$ cat config.mk
export PLATFORM = sky130hd
export DESIGN_NAME = seq_divider_flat
export DESIGN_NICKNAME = d
export VERILOG_FILES = /design/src/rtl/seq_divider_if.sv /design/src/rtl/seq_divider.sv /design/src/flat_wrapper.sv
export SDC_FILE = /design/constraint.sdc
export NUM_CORES = 1
export LEC_CHECK = 0
export CORE_UTILIZATION = 35
export CTS_CLUSTER_SIZE = 8
export DETAILED_ROUTE_END_ITERATION = 12
export MAX_ROUTING_LAYER = met4
export SYNTH_ARGS = -nofsm -noshare
export SYNTH_HDL_FRONTEND = slang
export SYNTH_SLANG_ARGS = --single-unit
$ cat constraint.sdc
create_clock -name clock -period 15.1 [get_ports clock]
set_clock_uncertainty 0.2 [all_clocks]
set_input_delay 2.265 -clock clock [delete_from_list [all_inputs] [get_ports clock]]
set_output_delay 2.265 -clock clock [all_outputs]
set_load 0.01 [all_outputs]
$ cat src/rtl/seq_divider_if.sv
// seq_divider_if -- request/response bundle for the sequential divider.
//   A, B      : signed dividend / divisor (sampled only at the accept edge)
//   start     : request a division (honoured only while the divider is idle)
//   busy      : operation in progress
//   done      : one-cycle completion pulse
//   div_zero  : divisor was zero (meaningful only while done is high)
//   result    : {remainder[31:0], quotient[31:0]}
interface seq_divider_if;
  logic [31:0] A;
  logic [31:0] B;
  logic        start;
  logic        busy;
  logic        done;
  logic        div_zero;
  logic [63:0] result;

  modport master (output A, B, start, input busy, done, div_zero, result);
  modport slave  (input A, B, start, output busy, done, div_zero, result);
endinterface

$ cat src/rtl/seq_divider.sv
// seq_divider -- 32-bit signed non-restoring divider, one quotient bit per clock.
//   clock : rising-edge clock
//   clear : asynchronous active-high reset
//   bus   : seq_divider_if slave port (A, B, start in; busy, done, div_zero, result out)
// Latency is 33 cycles from the accept edge to the done cycle (1 cycle for a zero divisor).
//
//   state | meaning
//   IDLE  | waiting for start
//   CALC  | 32 non-restoring iterations (or one pass for a zero divisor)
//   SIGN  | remainder restore, sign fix-up, write result
//   DONE  | done pulse, back to IDLE next edge
module seq_divider (
  input  logic         clock,
  input  logic         clear,
  seq_divider_if.slave bus
);

  typedef enum logic [1:0] {IDLE, CALC, SIGN, DONE} state_t;

  state_t      state, state_nxt;
  logic [32:0] rem;
  logic [31:0] quo;
  logic [31:0] dvs;
  logic [4:0]  cnt;
  logic        a_neg, q_neg, dz;

  logic        busy_d, done_d, div_zero_d;
  logic [31:0] abs_a, abs_b;
  logic [32:0] shifted, rem_it;
  logic [31:0] quo_it, rem_fix, q_final, r_final, a_orig;

  always_ff @(posedge clock or posedge clear) begin
    if (clear) state <= IDLE;
    else       state <= state_nxt;
  end

  always_comb begin
    state_nxt = state;
    case (state)
      IDLE: if (bus.start) state_nxt = CALC;
      CALC: begin
        if (dz)             state_nxt = DONE;
        else if (cnt == '0) state_nxt = SIGN;
      end
      SIGN: state_nxt = DONE;
      DONE: state_nxt = IDLE;
      default: state_nxt = IDLE;
    endcase
  end

  // Next values of the registered outputs, derived from the transition.
  always_comb begin
    busy_d     = (state_nxt != IDLE);
    done_d     = (state_nxt == DONE);
    div_zero_d = (state == CALC) && dz;
  end

  always_comb begin
    abs_a   = bus.A[31] ? -bus.A : bus.A;
    abs_b   = bus.B[31] ? -bus.B : bus.B;
    // Non-restoring step: the sign of the previous partial remainder picks add or subtract.
    // The 33-bit wrap during the shift is harmless because the post-step value fits.
    shifted = {rem[31:0], quo[31]};
    rem_it  = rem[32] ? shifted + {1'b0, dvs} : shifted - {1'b0, dvs};
    quo_it  = {quo[30:0], ~rem_it[32]};
    rem_fix = rem[32] ? rem[31:0] + dvs : rem[31:0];
    q_final = q_neg ? -quo : quo;
    r_final = a_neg ? -rem_fix : rem_fix;
    // Before any iteration quo still holds |A|; re-apply the sign to recover A.
    a_orig  = a_neg ? -quo : quo;
  end

  always_ff @(posedge clock or posedge clear) begin
    if (clear) begin
      bus.busy     <= 1'b0;
      bus.done     <= 1'b0;
      bus.div_zero <= 1'b0;
      bus.result   <= '0;
      rem          <= '0;
      quo          <= '0;
      dvs          <= '0;
      cnt          <= '0;
      a_neg        <= 1'b0;
      q_neg        <= 1'b0;
      dz           <= 1'b0;
    end else begin
      bus.busy     <= busy_d;
      bus.done     <= done_d;
      bus.div_zero <= div_zero_d;
      case (state)
        IDLE: if (bus.start) begin
          rem   <= '0;
          quo   <= abs_a;
          dvs   <= abs_b;
          a_neg <= bus.A[31];
          q_neg <= bus.A[31] ^ bus.B[31];
          dz    <= (bus.B == '0);
          cnt   <= 5'd31;
        end
        CALC: begin
          if (dz) begin
            bus.result <= {a_orig, 32'hFFFF_FFFF};
          end else begin
            rem <= rem_it;
            quo <= quo_it;
            if (cnt != '0) cnt <= cnt - 5'd1;
          end
        end
        SIGN: bus.result <= {r_final, q_final};
        default: ;
      endcase
    end
  end

endmodule

$ cat src/flat_wrapper.sv
// flat-port wrapper written by rule: the top's interface ports become plain ports
module seq_divider_flat 
  (clock, clear, bus_A, bus_B, bus_start, bus_busy, bus_done, bus_div_zero, bus_result);
  seq_divider_if bus_i ();
  input  logic clock;
  input  logic clear;
  input wire logic [$bits(bus_i.A)-1:0] bus_A;
  input wire logic [$bits(bus_i.B)-1:0] bus_B;
  input wire logic [$bits(bus_i.start)-1:0] bus_start;
  output wire logic [$bits(bus_i.busy)-1:0] bus_busy;
  output wire logic [$bits(bus_i.done)-1:0] bus_done;
  output wire logic [$bits(bus_i.div_zero)-1:0] bus_div_zero;
  output wire logic [$bits(bus_i.result)-1:0] bus_result;
  assign bus_i.A = bus_A;
  assign bus_i.B = bus_B;
  assign bus_i.start = bus_start;
  assign bus_busy = bus_i.busy;
  assign bus_done = bus_i.done;
  assign bus_div_zero = bus_i.div_zero;
  assign bus_result = bus_i.result;
  seq_divider u_core (.clock(clock), .clear(clear), .bus(bus_i));
endmodule
==> results of run 1 <==
## routing by layer
layer | vias to the layer above | share of wire (%) | track usage (%)
li1 | 6529 | - | -
met1 | 6064 | 49 | 27.6
met2 | 324 | 44 | 31.5
met3 | 41 | 4.7 | 2.91
met4 | 0 | 2.2 | 5.77
met5 | - | 0 | -
## cell families (layout without fill, tap and decap cells)
| family | after synthesis | in the layout |
|---|---|---|
| buf+inv | 142 | 220 |
| simple gates | 630 | 630 |
| fa+ha+maj | 71 | 71 |
| xor+xnor | 218 | 218 |
| flops | 174 | 174 |
| compound gates | 545 | 545 |
| mux | 24 | 24 |
## layout by cell type (no fill, tap or decap), types with 6 or more instances in the layout
cell type / netlist / routed
nand2_1: 264 / 263
o21ai_0: 187 / 187
dfrtp_1: 174 / 172
xor2_1: 162 / 162
a21oi_1: 153 / 153
clkdlybuf4s50_1: 0 / 133
nor2_1: 122 / 121
ha_1: 69 / 69
nor3_1: 57 / 57
xnor2_1: 55 / 55
inv_1: 40 / 38
a21o_1: 30 / 30
o211ai_1: 29 / 29
nand2b_1: 28 / 28
o31ai_1: 28 / 28
or3_1: 27 / 27
a31oi_1: 20 / 20
nand3_1: 17 / 17
mux2i_1: 17 / 17
clkbuf_16: 0 / 17
nor2b_1: 18 / 16
nor4_1: 14 / 14
and3_1: 14 / 14
buf_4: 1 / 13
or4_1: 12 / 12
nand4_1: 12 / 12
a211oi_1: 11 / 11
a22o_1: 9 / 9
and2_1: 9 / 9
o41ai_1: 9 / 9
o21a_1: 8 / 8
o21ai_1: 8 / 8
or2_2: 6 / 6
o21bai_1: 6 / 6
nand4b_1: 6 / 6
## sequential cells by signal (all words and copies together), names as in the netlist
signal               flops
u_core.a_neg             1
u_core.bus.busy          1
u_core.bus.div_zero      1
u_core.bus.done          1
u_core.bus.result       64
u_core.cnt               5
u_core.dvs              32
u_core.dz                1
u_core.q_neg             1
u_core.quo              32
u_core.rem              33
u_core.state             2
## final cells by class
cell class	count	share of cell area, %
Sequential cell	174	26.1
Inverter	42	0.973
Clock buffer	21	2.63
Timing Repair Buffer	146	8.55
Clock inverter	11	1.07
Multi-Input combinational cell	1488	56.7
Tap cell	532	3.98
## power groups by stage
stage / Sequential (mW) / Combinational, mW / Clock (mW)
global route: 0.960 / 3.30 / 0.504
detailed placement: 0.936 / 2.92 / 0
finish: 0.932 / 2.94 / 0.475
global placement: 0.929 / 2.86 / 0
floorplan: 0.782 / 2.42 / 0
CTS: 0.928 / 2.93 / 0.485
## worst max-delay path by stage
| stage | start | to | slack, ps | cells after the start |
|---|---|---|---|---|
| 3_5_place_dp | bus_B[8] | u_core.dvs[29] | 9060 | 11 |
| 6_report | bus_A[12] | u_core.quo[30] | 9540 | 13 |
| 4_1_cts | bus_B[8] | u_core.dvs[29] | 9530 | 11 |
| 5_1_grt | bus_A[12] | u_core.quo[30] | 9220 | 13 |
| 3_3_place_gp | bus_B[8] | u_core.dvs[29] | 9120 | 11 |
| 2_1_floorplan | clear | u_core.a_neg | 7920 | 1 |
## worst register-to-register path, stage by stage, from the launching register on
cell and delay, ps:
dfrtp_1 490, inv_1 120, ha_1 190, nand2_1 60, nor3_1 320, and2_1 240
nand2_1 100, nor4_1 560, a21oi_1 180, xor2_1 180, ha_1 350, nand2_1 120
nor4_1 50, a21oi_1 280, a311oi_1 230, a311oi_1 640, nor2b_1 130, or4_1 490
nand3_1 90
## through the flow
stage                     setup WS [ps]  power, mW  hold slack [ps]
after floorplan                    7920       3.20              271
after global placement             9120       3.79              289
after detailed placement           9060       3.85              291
after CTS                          9530       4.35              310
after global routing               9220       4.76              348
final                              9540       4.35              308
==> flow_summary.json, run 1 <==
{
  "dp_cells": 2382,
  "grt_pass1_vias": 12034,
  "status": "finished clean",
  "leakagePower_nw": 7.00,
  "powerDensity_nw_per_um2": 260,
  "core_um2": 40700,
  "cts_buffers": 17,
  "async_flop_share_pct": 100,
  "syn-num-nets": 1942,
  "antenna_found_initial": 0,
  "synth_area_leaders": "dfrtp_1 (30%), xor2_1 (9.8%), nand2_1 (6.9%)",
  "vdd_drop_max_mv": 0.0908,
  "port_buffers": 133,
  "arrival_ps": 5660,
  "drt_wl_total_um": 41400,
  "synth-seq-area-share_pct": 30.2,
  "synth_cell_types": 89,
  "grt_overflow": 0,
  "fin_setup_tns_ps": 0,
  "syn_to_final_growth_pct": 15.8,
  "cts_tree": "built",
  "avgSynthCellArea_um2": 8.00,
  "critPathMaxStageDelay_ps": 580,
  "hold_depth": 2,
  "whs_endpoint": "u_core.cnt[4]",
  "ys_dominant_reg_cell": "dfrtp_1",
  "via_count": 12958,
  "postPlaceCellArea_um2": 16100,
  "die_area_um2": 42000,
  "final_max_slew_viol_count": 0,
  "netlist_instances": 1804,
  "finalInstanceArea_um2": 16700,
  "worst_slew_pin_slew_ps": 1270,
  "critPathKind": "in -> reg",
  "reg2reg_depth": 18,
  "crit_chain": "clkdlybuf4s50_1, or4_1, or3_1, or4_1, nor3_2, nand2b_1, or2_2, nand2b_1, o41ai_2, xor2_1, nor2_1, a21oi_1, o21ai_0",
  "final_core_util_pct": 41.0,
  "grt_pass1_wl_um": 65700,
  "cts_resized": 0,
  "hpwl_um": 31800,
  "diodes": 0,
  "vias_per_cell": 5.37,
  "route.detailed.drc": 0,
  "power_frac_clock_pct": 10.9,
  "slowest_stage": "or4_1",
  "seqPwrFrac_pct": 21.4,
  "crit_path_end_kind": "register",
  "place.gp.congestion": 0.896,
  "grt_max_degree": 96,
  "r2r_slack_ps": 10000,
  "clk_latency_ps": 450,
  "synth_compound_area_share_pct": 23.3,
  "cts-root-buf": "clkbuf_16",
  "min_from": "u_core.cnt[4]",
  "antenna_left": 0,
  "finalCritPeriodShare_pct": 36.8,
  "wire_per_inst_um": 17.1,
  "cts_sinks": 174,
  "synthSimpleGateAreaFrac_pct": 20.9,
  "ys_top_cells_by_count": "nand2_1 (264), o21ai_0 (187), dfrtp_1 (174), xor2_1 (162), a21oi_1 (153)",
  "combPwrFrac_pct": 67.6,
  "synthAdderAreaFrac_pct": 6.26,
  "drt_iter0_drc": 1023,
  "synth-seq-cells": 174,
  "clk_pin_slew_ps": 80,
  "finalCriticalPeriod_ps": 5560,
  "maxCapViolCount": 0,
  "fin_nets": 2007,
  "slew_headroom_pct": 15.3,
  "worstHoldPathType": "reg -> reg",
  "yosysTopAreaCell": "dfrtp_1",
  "post_synth_instance_area_um2": 14400,
  "grt_usage_pct": 20.4,
  "fin_cells": 2414,
  "cts_buffer_depth": 2,
  "synth_top_family_by_area": "compound AO/OA/AOI/OAI gates",
  "crit_family": "simple AND/OR/NAND/NOR gates",
  "path_buf_inv": 1,
  "hold_buffers": 0,
  "pin_count": 134,
  "die_h_um": 205,
  "r2r-start": "u_core.dvs[1]",
  "swShare_pct": 50.1,
  "rows": 74,
  "post_cts_buffers": 0,
  "synth.most_common_cell": "nand2_1",
  "fillerInstances": 4190,
  "muxShareOfSynthArea_pct": 1.78,
  "reg2reg_to": "u_core.rem[29]",
  "yosys_warnings": 0,
  "first_pass_iters": 5,
  "crit_fanout": 4,
  "drive_gt1_share_pct": 5.10,
  "initial_core_util_pct": 35.4,
  "required_ps": 15200,
  "startpoint_type": "input pin",
  "multiInputGateArea_um2": 9480,
  "die_w_um": 205,
  "synth_xor_area_share_pct": 13.3,
  "switchingPower_mw": 2.18,
  "rsz0062_at_grt": "no",
  "synth-edff-count": 0,
  "synth_top_area_share_pct": 30.2,
  "cts_max_level": 4,
  "seqCellArea_um2": 4360,
  "setup_viol": 0,
  "intPower_mw": 2.17,
  "max_clock_freq_mhz": 180,
  "hold_viol_final": 0
}
No activity file was read; power rests on OpenSTA's default activity.
==> run 2: changes to the inputs <==
clock period = 5 ns   (was 15.1 ns; I/O delays follow)
==> run 2 against run 1 <==
  * Utilization is 0.16 points higher
  * Highest routed layer unchanged
  * Sequential share of layout area is 0.10 points lower
  * Via count is 0.18% higher
  * Cell area is 0.39% higher
  * Sequential power grew to 3.0 times the previous value
==> flow_summary.json, run 2 (same netlist as run 1, synthesis figures left out) <==
{
  "p_total_mw": 13.1,
  "arrival_ps": 4600,
  "seqCellArea_um2": 4360,
  "final_max_slew_viol_count": 0,
  "rsz0062_at_grt": "no",
  "reg_top3": "u_core.bus.result x64, u_core.rem x33",
  "die_w_um": 205,
  "antenna_left": 0,
  "worst_slew_pin_slew_ps": 1200,
  "worstHoldPathType": "reg -> reg",
  "hpwl_um": 32200,
  "die_h_um": 205,
  "via_count": 12981,
  "fin_nets": 2018,
  "vdd_drop_max_mv": 0.329,
  "cts_buffers": 17,
  "initial_core_util_pct": 35.4,
  "fin_setup_tns_ps": 0,
  "mostFrequentLayoutCells": "nand2_1 (263), o21ai_0 (187), dfrtp_1 (172)",
  "leakagePower_nw": 7.04,
  "drt_iter0_drc": 940,
  "cts_sinks": 174,
  "grt_max_degree": 95,
  "final_core_util_pct": 41.2,
  "hold_buffers": 0,
  "maxCapViolCount": 0,
  "dp_slack_ps": 414,
  "clk_latency_ps": 450,
  "port_buffers": 133,
  "path_buf_inv": 2,
  "finalCritPeriodShare_pct": 89.3,
  "crit_fanout": 6,
  "top_register": "u_core.bus.result",
  "post_cts_buffers": 0,
  "place.gp.congestion": 0.890,
  "worst_slack_ps": 534,
  "slowest_stage": "dfrtp_1",
  "crit_family": "compound AO/OA/AOI/OAI gates",
  "drt_wl_total_um": 41500,
  "max_clock_freq_mhz": 224,
  "pin_count": 134,
  "syn_to_final_growth_pct": 16.3,
  "hold_viol_final": 0,
  "cts_buffer_depth": 2,
  "cts_tree": "built",
  "multiInputGateArea_um2": 9490,
  "route.detailed.drc": 0,
  "core_um2": 40700,
  "startpoint_type": "register",
  "cts_resized": 0,
  "status": "finished clean",
  "slew_headroom_pct": 19.7,
  "drive_gt1_share_pct": 5.92,
  "largest_reg_flops": 64,
  "antenna_found_initial": 1,
  "vias_per_cell": 5.35,
  "first_pass_iters": 5,
  "grt_overflow": 0,
  "clk_pin_slew_ps": 70,
  "setup_viol": 0,
  "grt_pass1_vias": 12073,
  "die_area_um2": 42000,
  "mostFrequentLayoutCell": "nand2_1",
  "grt_pass1_wl_um": 65700,
  "critPathKind": "reg -> reg",
  "cts_max_level": 4,
  "fillerInstances": 4195,
  "critPathMaxStageDelay_ps": 460,
  "crit_path_end_kind": "register",
  "cts-root-buf": "clkbuf_16",
  "rows": 74,
  "finalCriticalPeriod_ps": 4470,
  "wire_per_inst_um": 17.1,
  "crit_chain": "inv_1, ha_1, nand2_1, nor3_2, and2_1, nand2_1, nor4_1, buf_4, a21oi_1, xor2_1, ha_1, o21a_1, o21ai_0, nand2b_1, a21oi_1, a31oi_1, a221o_1, a211oi_1, o21bai_1, xor2_1, a22o_1",
  "grt_usage_pct": 20.4,
  "powerDensity_nw_per_um2": 782,
  "required_ps": 5130
}
-- run 2: worst paths after layout --
kind                                     from              endpoint  slack [ps]  cells after the start
worst max-delay path            u_core.dvs[1]        u_core.rem[30]         530                     21
worst min-delay path            u_core.cnt[4]         u_core.cnt[4]         310                      2
worst max register to register  u_core.dvs[1]        u_core.rem[30]         530                     21
worst min register to register  u_core.cnt[4]         u_core.cnt[4]         310                      2
max in group asynchronous               clear        u_core.rem[32]        3010                      3
min in group asynchronous               clear  u_core.bus.result[8]         590                      2
-- run 2: where the power goes --
group          internal [mW]  switching [mW]  total, mW
Combinational           3.86            5.13       8.99
Clock                  0.695           0.602       1.30
Sequential              1.92           0.913       2.84
Total                   6.48            6.65       13.1
-- run 2: tightest hold or removal path: cells and delay by family, from the launching register on --
kind	cells	cell delay [ps]
flops	1	340
simple gates	1	60
compound gates	1	80
-- run 2: metal layers --
layer  part of all wire (%)  wire, um  global-route usage (%)  up-vias
met4                    1.6       650                    4.55        0
li1                       -         -                       -     6561
met1                     49     20200                    28.2     6072
met5                      0         0                       -        -
met3                    4.5      1860                    2.51       33
met2                     45     18700                    31.6      315
-- run 2: stage by stage --
stage	instance area (um2)	hold WS (ps)	cells
after global routing	16800	361	2426
after floorplan	14400	271	1804
after CTS	16800	313	2425
after global placement	16200	290	2393
final	16800	307	2426
after detailed placement	16200	294	2393
-- run 2: layout make-up --
class / instances / area share, %
diodes: 1 / 0.0149
clock buffers: 18 / 2.56
clock inverters: 14 / 0.805
inverters: 42 / 0.962
multi-input cells: 1488 / 56.6
flip-flops and latches: 174 / 26.0
well taps: 532 / 3.97
repair buffers: 157 / 9.16
==> RTL edit, RTL diff (flow settings as in run 2) <==
The 4 states of `state_t` get a Gray code encoding in 2 bits.
--- a/src/rtl/seq_divider.sv
+++ b/src/rtl/seq_divider.sv
@@ -16,5 +16,5 @@
 );
 
-  typedef enum logic [1:0] {IDLE, CALC, SIGN, DONE} state_t;
+  typedef enum logic [1:0] {IDLE = 2'b00, CALC = 2'b01, SIGN = 2'b11, DONE = 2'b10} state_t;
 
   state_t      state, state_nxt;
Formal check against the unedited RTL: same outputs for any inputs over 4 cycles, from zero or initial values; so few cycles prove little.
==> RTL edit against run 2 <==
  * Area after synthesis fell by 0.36%
  * Critical path type unchanged
  * Critical path depth fell by 5
  * Cell count fell by 1.2%
  * Fmax fell by 4.3%
  * Sequential cell count did not move
  * Routed wire length rose by 4.4%
  * Worst setup slack got worse by 0.20 ns
  * Cell area rose by 0.19%
  * Count of clock-buffer cells in the layout did not move
  * Critical endpoint is now u_core.quo[0]$_DFFE_PP0P_
Power is left out: the tool's default activity adds up to more than one toggle a clock period on the data nets, which glitch-free logic cannot reach.
==> RTL edit: results (changes against run 2) <==
Global placement routability congestion -> 0.940 (+5.6%)
Compound-Gate Fraction of Synth Area -> 24.6% (+1.3 points)
Initial detailed-routing violation count -> 887 (-5.6%)
Post-synthesis mux area share -> 1.46% (-0.32 points)
Largest net degree at the start of global routing -> 175 (+84%)
WL met2 -> 19.6 mm (+4.4%)
CP top delay family -> simple AND/OR/NAND/NOR gates
Met3 GRT Util -> 2.50% (-0.016 points)
Worst Reg-to-Reg Cells -> 16 (-24%)
Vias -> 13051 (+0.54%)
Layout cells sized above 1 -> 6.20% (+0.28 points)
Hold Crit Endpoint -> u_core.cnt[4]$_DFFE_PP0P_
Most common library cells after synthesis -> 238 x nand2_1, 194 x o21ai_0, 174 x dfrtp_1
Status -> complete, no violations
# diodes -> 0 (-1)
Final layout net count -> 1996 (-1.1%)
Placement Cell Area -> 16200 um2 (-0.15%)
Detailed placer's ending HPWL -> 33.3 mm (+3.3%)
Worst EP arrival -> 4.82 ns (+0.22 ns)
First-pass GRT wire length -> 68.7 mm (+4.6%)
Post-route met1 wirelength -> 21.2 mm (+4.9%)
GR Util All Layers -> 21.5% (+1.2 points)
Initial antenna violation count -> 0 (-1)
Max stage delay cell, worst path -> or4_1
R2r setup slk -> 0.33 ns (-0.20 ns)
Setup CP Type -> reg2reg
Top cells by area, synth -> dfrtp_1 30%, xor2_1 10%, o21ai_0 6.8%
Largest stage delay, worst path -> 0.62 ns (+0.16 ns)
Yosys cell types -> 93 (+4.5%)
M1 GR Usage -> 29.6% (+1.4 points)
Worst-skew pair later-pin latency -> 0.46 ns
Grt met2 use -> 33.6% (+2.0 points)
Worst slew pin tran -> 1.26 ns (+0.0568 ns)
Post-Synth Adder-Cell Area -> 6.28% (+0.022 points)
WL/cell -> 18.1 um (+5.7%)
Mapped Nets -> 1929 (-0.67%)
Crit Path Max Fanout -> 5 (-1)
Met3 routed WL -> 1.88 mm (+0.75%)
==> RTL edit: cell types whose count changed after synthesis, sizes merged, moves of 6 or more <==
cell    change
a21oi       -8
a22o        -6
a31oi       -7
and3        -8
clkbuf     +16
nand2      -24
nand3      +13
nor2       -17
nor3        -7
o211ai      +7
o21ai       +6
==> RTL edit: area by class of cell <==
cell class	count	area, um2	share of cell area [%]
Clock buffer	18	439	2.61
Clock inverter	14	170	1.01
Inverter	40	154	0.915
Multi-Input combinational cell	1466	9490	56.4
Sequential cell	174	4360	25.9
Tap cell	525	657	3.91
Timing Repair Buffer	159	1550	9.23
==> RTL edit: metrics by stage <==
step	TNS [ns]	util [%]	hold slack [ns]	setup WS, ns	cells
floorplan	0	-	0.261	0.00414	1791
global placement	0	40.3	0.277	0.297	2364
detailed placement	0	40.3	0.293	0.251	2364
CTS	0	41.9	0.312	0.218	2396
global route	-0.0161	41.9	0.333	-0.0124	2396
finish	0	41.9	0.313	0.332	2396
